**src/rtl/extreme_slot_buffer.sv**
```systemverilog
// Slot pool feeding an external binary-tree min/max finder. Empty slots show a sentinel that never
// wins, and the finder's combinational result is popped and retires its lowest-index matching slot.
module extreme_slot_cell #(
    parameter int data_sz = 4
) (
    input  logic               clk,
    input  logic               rst,
    input  logic               flush_i,
    input  logic               set_i,
    input  logic               clr_i,
    input  logic [data_sz-1:0] data_i,
    output logic               valid_o,
    output logic [data_sz-1:0] data_o
);
    logic               v_q, v_d;
    logic [data_sz-1:0] data_q, data_d;

    // set and clr never target the same slot: set picks an empty slot, clr an occupied one
    always_comb begin
        v_d    = v_q;
        data_d = data_q;
        if (flush_i) begin
            v_d = 1'b0;
        end else begin
            if (clr_i) v_d = 1'b0;
            if (set_i) begin
                v_d    = 1'b1;
                data_d = data_i;
            end
        end
    end

    always_ff @(posedge clk or posedge rst) begin
        if (rst) begin
            v_q    <= 1'b0;
            data_q <= '0;
        end else begin
            v_q    <= v_d;
            data_q <= data_d;
        end
    end

    assign valid_o = v_q;
    assign data_o  = data_q;
endmodule

module extreme_slot_buffer #(
    parameter int level      = 3,
    parameter int data_sz    = 4,
    parameter int comparator = 0
) (
    input  logic                                   clk,
    input  logic                                   rst,
    input  logic                                   flush,
    input  logic                                   in_valid,
    output logic                                   in_ready,
    input  logic [data_sz-1:0]                     in_data,
    output logic [(1<<(level-1))*data_sz-1:0]      raw_out,
    input  logic [data_sz-1:0]                     ext_in,
    output logic                                   out_valid,
    input  logic                                   out_ready,
    output logic [data_sz-1:0]                     out_data,
    output logic [level-1:0]                       count,
    output logic                                   full,
    output logic                                   empty
);
    localparam int N = 1 << (level - 1);
    localparam logic [data_sz-1:0] SENT = (comparator != 0) ? '0 : '1;

    logic [N-1:0]              slot_v;
    logic [N-1:0][data_sz-1:0] slot_d;
    logic [N-1:0]              set_vec, clr_vec;
    logic                      found_free, found_match;
    logic                      push, pop_req, pop_hit;
    logic [level-1:0]          count_q, count_d;

    assign full      = (count_q == level'(N));
    assign empty     = (count_q == '0);
    assign in_ready  = ~full;
    assign out_valid = ~empty;
    assign out_data  = ext_in;
    assign count     = count_q;

    assign push    = in_valid & in_ready;
    assign pop_req = out_valid & out_ready;
    assign pop_hit = pop_req & found_match;

    // Both selections use pre-pop slot_v, so a slot freed this cycle is only reusable next cycle
    always_comb begin
        set_vec     = '0;
        clr_vec     = '0;
        found_free  = 1'b0;
        found_match = 1'b0;
        for (int i = 0; i < N; i++) begin
            if (!slot_v[i] && !found_free) begin
                found_free = 1'b1;
                set_vec[i] = push;
            end
            if (slot_v[i] && (slot_d[i] == ext_in) && !found_match) begin
                found_match = 1'b1;
                clr_vec[i]  = pop_req;
            end
        end
    end

    always_comb begin
        count_d = count_q;
        if (flush)
            count_d = '0;
        else if (push && !pop_hit)
            count_d = count_q + level'(1);
        else if (!push && pop_hit)
            count_d = count_q - level'(1);
    end

    always_ff @(posedge clk or posedge rst) begin
        if (rst) count_q <= '0;
        else     count_q <= count_d;
    end

    for (genvar g = 0; g < N; g++) begin : g_slot
        extreme_slot_cell #(.data_sz(data_sz)) u_cell (
            .clk     (clk),
            .rst     (rst),
            .flush_i (flush),
            .set_i   (set_vec[g]),
            .clr_i   (clr_vec[g]),
            .data_i  (in_data),
            .valid_o (slot_v[g]),
            .data_o  (slot_d[g])
        );
        assign raw_out[g*data_sz +: data_sz] = slot_v[g] ? slot_d[g] : SENT;
    end
endmodule
```
**config.mk**
```make
export PLATFORM = sky130hd
export DESIGN_NAME = extreme_slot_buffer
export DESIGN_NICKNAME = d
export VERILOG_FILES = /design/src/rtl/extreme_slot_buffer.sv
export SDC_FILE = /design/constraint.sdc
export NUM_CORES = 1
export LEC_CHECK = 0
export ABC_CLOCK_PERIOD_IN_PS = 2700
export CORE_ASPECT_RATIO = 0.5
export CORE_MARGIN = 2
export CORE_UTILIZATION = 39
export DETAILED_ROUTE_END_ITERATION = 8
export PLACE_DENSITY = 0.65
export SKIP_CTS_REPAIR_TIMING = 1
export SYNTH_ARGS = -nofsm -noshare
export SYNTH_HDL_FRONTEND = slang
export SYNTH_SLANG_ARGS = --single-unit
```
**constraint.sdc**
```tcl
create_clock -name clk -period 2.7 [get_ports clk]
set_input_delay 0.81 -clock clk [delete_from_list [all_inputs] [get_ports clk]]
set_output_delay 0.81 -clock clk [all_outputs]
set_load 0.02 [all_outputs]
```
* Word-level counts from Yosys, hierarchy flattened
Index checks and enable logic that the tools add are counted.
** Word-level totals
- Flip-flop bits (word level) :: 23
- Input bits :: 13
** Cells by class
- Add/sub/neg operators :: 2
- Equality and inequality tests :: 5
- Mux-type cells :: 34
- Bitwise operators :: 6
- Reductions and logical operators :: 32
** Operators with widths (number)
- 1-bit 2-to-1 mux :: 27
- 4-bit == test :: 4
- 4-bit 2-to-1 mux :: 4
- 3-bit nonzero test :: 5
- 1-bit logical AND :: 12
- 1-bit zero test :: 10
- 3-bit 2-to-1 mux :: 3
- 2-bit AND reduction :: 4
- 3-bit by 1-bit adder with 3-bit output (second input constant) :: 1
- 1-bit bitwise AND :: 3
- 3-bit == test (second input constant) :: 1
- 3-bit zero test :: 1
- 1-bit inverter :: 3
- 3-bit by 1-bit subtractor with 3-bit output (second input constant) :: 1

* Logic depth before layout (Yosys ltp)
- Depth in word-level cells :: 17
- Gate-level depth with buffers :: 11

* Modules after synthesis
From an unflattened synthesis, not the netlist that was laid out.
** Unflattened totals
- Cells, all modules :: 146
- Area, all modules :: 1463.9 um^2
** By module, submodules not included
- extreme_slot_cell :: times used 4, cells an instance 14, area each 202.7 um^2, seq. area each 125.1 um^2
- extreme_slot_buffer :: times used 1, cells an instance 90, area each 653.1 um^2, seq. area each 75.1 um^2

* Worst setup path after synthesis
No wires, ideal clock.
- Path type :: in2reg
- Start point :: input ext_in[2]
- End point :: register count_q[2], in the netlist count[2]
- Library setup time :: 82 ps
- Arrival :: 2675 ps
- Data required time :: 2618 ps
- Slack :: -56 ps
- Stages on the path :: 9
- Buffers on the path :: 0
- Path through :: xor2_1 > nor4_1 > o41a_2 > nor2_1 > fa_1 > nand2b_1 > o21ai_0 > mux2i_1 > a31oi_1
** Between the ends
- Word-level cells in the longest chain between the ends :: 17
- Elaborated cells on any way between the ends :: 25
- Those cells by class :: eq/ne (4); mux (6); bitwise (1); reduce/logical (14)
** RTL lines
- from (decl) :: line 59 : input logic [data_sz-1:0] ext_in,
- 4-bit == test :: line 99 : if (slot_v[i] && (slot_d[i] == ext_in) && !found_match) begin
- 1-bit logical AND :: line 99
- 1-bit 2-to-1 mux :: line 99
- 1-bit zero test :: line 99
- 1-bit logical AND :: line 99
- 1-bit 2-to-1 mux :: line 99
- 1-bit zero test :: line 99
- 1-bit logical AND :: line 99
- 1-bit 2-to-1 mux :: line 99
- 1-bit zero test :: line 99
- 1-bit logical AND :: line 99
- 1-bit 2-to-1 mux (*) :: line 99
- 1-bit bitwise AND (*) :: line 86 : assign pop_hit = pop_req & found_match;
- 1-bit zero test :: line 110 : else if (push && !pop_hit)
- 1-bit logical AND :: line 110
- 3-bit 2-to-1 mux :: line 110
- 3-bit 2-to-1 mux :: line 108 : if (flush)
- to (signal assigned) :: line 118 : else count_q <= count_d;
- to (decl) :: line 75 : logic [level-1:0] count_q, count_d;
Every way passes the cells marked *; elsewhere a longest branch is shown, timed or not.
A chain may end at the register's enable or synchronous reset.

* Worst setup path in the final report
- Start point :: input ext_in[3]
- End point :: output out_data[3]
** RTL lines
- to (decl) :: line 62 : output logic [data_sz-1:0] out_data,
No word-level cell between the ends.

==> results.txt <==
* Leakage power total: 0.0009936 uW
- In this run the number of H-tree levels came out at 1.
- Number of antenna violations at the first check in global routing: 0
- At the end of routability-driven placement, the weighted congestion stood at 0.8499.
- Main combinational cell family by area after synthesis: simple AND/OR/NAND/NOR gates
* Horizontal extent of the die: 90.46 um
- Initial DRC Count: 42
- In the final layout, the share of cells above drive strength 1 is 0.3700.
- Wire length of the first global-routing pass: 6085 um
* Slew at the pin with the worst max-slew slack: 0.4816 ns
- Share of synthesized area occupied by flip-flops and latches: 0.3948
- Final number of setup-violating endpoints: 0
- Hold is met by 0.5571 ns.
* Cts bufs inserted: 3
* Share of synthesized cell area in full adder, half adder and majority cells: 0.01373
- The critical path ends at out_data[3].
- The library cell used most frequently in the layout, excluding fill and tap cells, is clkdlybuf4s50_1.
- Worst reg2reg path depth: 9
- DRT Wirelength: 3847 um
- Die boundary height: 47.23 um
* Clock network fraction of total power: 0.137
* DRT antenna net count: 0
- Result of the run: finished, final reports clean
* Endpoint kind of the worst setup timing path: output pin
- Cell Count, Final, Fillers Out: 251
- WP data arrival: 1.84 ns
- Of the total synthesized cell area, the portion taken by AND, OR, NAND and NOR gates is 0.2129.
- Clock Tree Root: clkbuf_8
* Highest fanout seen on the critical path: 3
* Worst Path Class, Setup: in -> out
- At the end of the flow the core is filled with cells to 0.6278.
- Layout filler cell count: 294
* Final Cycle Share: 0.9816
- Ranked by total cell area, the synthesized netlist is headed by dfrtp_1 39%, mux2_2 9.3%, nand2b_1 7.7%, xor2_1 6.0%, mux2_4 4.1%.
- Synth Area in Compound Gates: 0.06009
- Port buffering added 39 buffers.
- Distinct cells, synth: 33
- Summed over all nets, the switching power comes to 640.2 uW.
- Counting flops with a built-in enable in the synthesized netlist gives 0.
* Commonest cells after routing, fill and taps aside: 33 x clkdlybuf4s50_1, 24 x buf_4, 23 x dfrtp_1, 17 x nand2b_1, 12 x mux2_2
- Maximum number of pins on one net before global-route repair: 24
- From synthesis to final layout, the design area changed by 51.16%.
- Fraction of synthesized cell area in xor and xnor cells: 0.1116
- Internal power consumption: 1003 uW
* Antenna Cells: 0
* Count of nets after finishing: 215
* Final Max Slew Viols: 0
- Synthesis inferred 23 register bits.
* Post-Syn Instances: 139
* Setup slack, reg-to-reg: 0.23 ns
- Area share of the leading cell type in the synthesized netlist: 0.3948
- The region available for standard cell placement spans 3510 um^2.
* Synth warnings: 0
- Multiplexer share of the synthesized area: 0.1476
* Fraction of power consumed by sequential logic: 0.350
- Measured against its own limit, the worst slew margin works out to 0.6760.
- Final worst clock skew: 0.005681 ns
* Combinational Power Share: 0.513
- Highest clock rate: 377.3 MHz
- Cell type with the highest aggregate area in the netlist: dfrtp_1
- Post-route setup TNS: 0 ns
- Synthesis produced a netlist with a net count of 153.
- Ratio of total power to cell area: 745.8 nW/um^2
- Clock tree from TritonCTS: yes
* Latest clock arrival within the worst-skew pair: 0.27 ns
- In this run the worst hold path is classified as reg -> reg.
- The initial utilization of the core area, before any placement, comes to 0.4153.
- Total chip power: 1643 uW
- Dividing the detail-routed wire length by the instance count gives 15.33 um.
- Counting flops with an async set or reset pin after synthesis yields a share of 1.000.
- Setup repair after global routing missed its margin: yes
* Crit path from: ext_in[3]
- Number of rows created at floorplan: 15
- Required arrival time at the worst endpoint: 1.89 ns
- For this design, the sink count on the clock tree is 23.
- In the routed layout, each cell is associated on average with a via count of 4.996.
* Worst voltage drop across the vdd grid: 0.0004113 V
- For this run, the total global-route usage over all layers was measured as 0.1880.
- For this run the aggregate overflow at the end of global routing stands at 0.
- STA classifies the critical path startpoint as an input port.
- The pre-antenna-repair detailed-routing pass consisted of 4 iterations.
- The via count of the first global-routing pass came to 1217.
- Predominant post-synthesis flop cell: dfrtp_1
- Post-synthesis instance area: 1458 um^2
- After legalization and detailed placement, the total HPWL measured 2855 um.
- In this run the critical register-to-register path is captured at count[1].
* Number of DRC violations after detailed routing: 0
* Clk buf depth: 2
* RR Startpoint: count[2]
* IO Pins: 40
* Clock-pin slew on the worst setup and hold paths: 0.08 ns
- A synthesized cell averages 10.49 um^2.
* Max-capacitance violation count: 0
- Placed cell count: 244
- Clock period minus final worst setup slack: 2.650 ns
- Of the total power, the share spent switching nets is 0.3896.
- Full die area: 4272 um^2
* Number of hold violations in the final report: 0
- Routed via count: 1254
[per-stage QoR]
step                      worst slack (ns)  area (um^2)
final                              0.04965         2203
after global routing              -0.08438         2203
after CTS                          -0.6031         2072
after detailed placement           -0.8359         2023
after global placement             -0.7411         2023
after floorplan                    0.01582         1464
[kinds of logic (layout without fill, tap and decap cells)]
family | count (synthesis) | in the layout
AND/OR/NAND/NOR | 54 | 54
flip-flops | 23 | 23
multiplexers | 18 | 18
XOR/XNOR | 17 | 17
buffers and inverters | 14 | 75
AO/OA/AOI/OAI | 12 | 12
adder cells (fa/ha/maj) | 1 | 1
[worst min path at each step]
| stage | startpoint | to | slack [ns] | cells after the start |
|---|---|---|---|---|
| 2_1_floorplan | g_slot[0].u_cell.data_o[1] | g_slot[0].u_cell.data_o[1] | 0.51 | 1 |
| 3_3_place_gp | g_slot[0].u_cell.data_o[1] | g_slot[0].u_cell.data_o[1] | 0.53 | 1 |
| 5_1_grt | g_slot[0].u_cell.data_o[1] | g_slot[0].u_cell.data_o[1] | 0.57 | 1 |
| 6_report | g_slot[0].u_cell.data_o[1] | g_slot[0].u_cell.data_o[1] | 0.56 | 1 |
| 4_1_cts | g_slot[0].u_cell.data_o[1] | g_slot[0].u_cell.data_o[1] | 0.55 | 1 |
| 3_5_place_dp | g_slot[0].u_cell.data_o[1] | g_slot[0].u_cell.data_o[1] | 0.53 | 1 |
[critical path, stage by stage]
cell and delay (ns):
clkbuf_2 0.12, buf_6 0.13, buf_4 0.10, buf_4 0.09, clkdlybuf4s50_1 0.59
[sequential cells by signal (all words and copies together) (netlist names)]
register,cells
g_slot.u_cell.valid_o,4
g_slot.u_cell.data_o,16
count,3
[power by group through the flow]
stage / Combinational [uW] / Clock, uW / Sequential, uW
floorplan: 487 / 0 / 554
global placement: 757 / 0 / 570
detailed placement: 774 / 0 / 574
CTS: 777 / 235 / 566
global route: 905 / 243 / 598
finish: 844 / 225 / 574
[metal layers]
layer	share of wire	track usage
met5	0	0
met4	0.0078	0.05538
met3	0.040	0.03852
met2	0.46	0.3164
met1	0.49	0.2557
[cell type report]
cell class | count | area [um^2] | area share
clock buffers | 3 | 41.29 | 0.01874
clock inverters | 1 | 7.507 | 0.003407
inverters | 7 | 26.28 | 0.01193
multi-input cells | 102 | 914.6 | 0.4151
flip-flops and latches | 23 | 575.6 | 0.2612
well taps | 51 | 63.81 | 0.02896
repair buffers | 64 | 574.3 | 0.2606
[cell usage after synthesis, drive strengths merged (4+ instances only)]
| cell | instances |
|---|---|
| dfrtp | 23 |
| nor4 | 5 |
| o21ai | 4 |
| xnor2 | 6 |
| nor3 | 6 |
| buf | 7 |
| nand3 | 5 |
| mux2 | 16 |
| nor2 | 6 |
| xor2 | 10 |
| nand2 | 8 |
| nand2b | 18 |
| inv | 7 |
No activity file was read; power rests on OpenSTA's default activity.
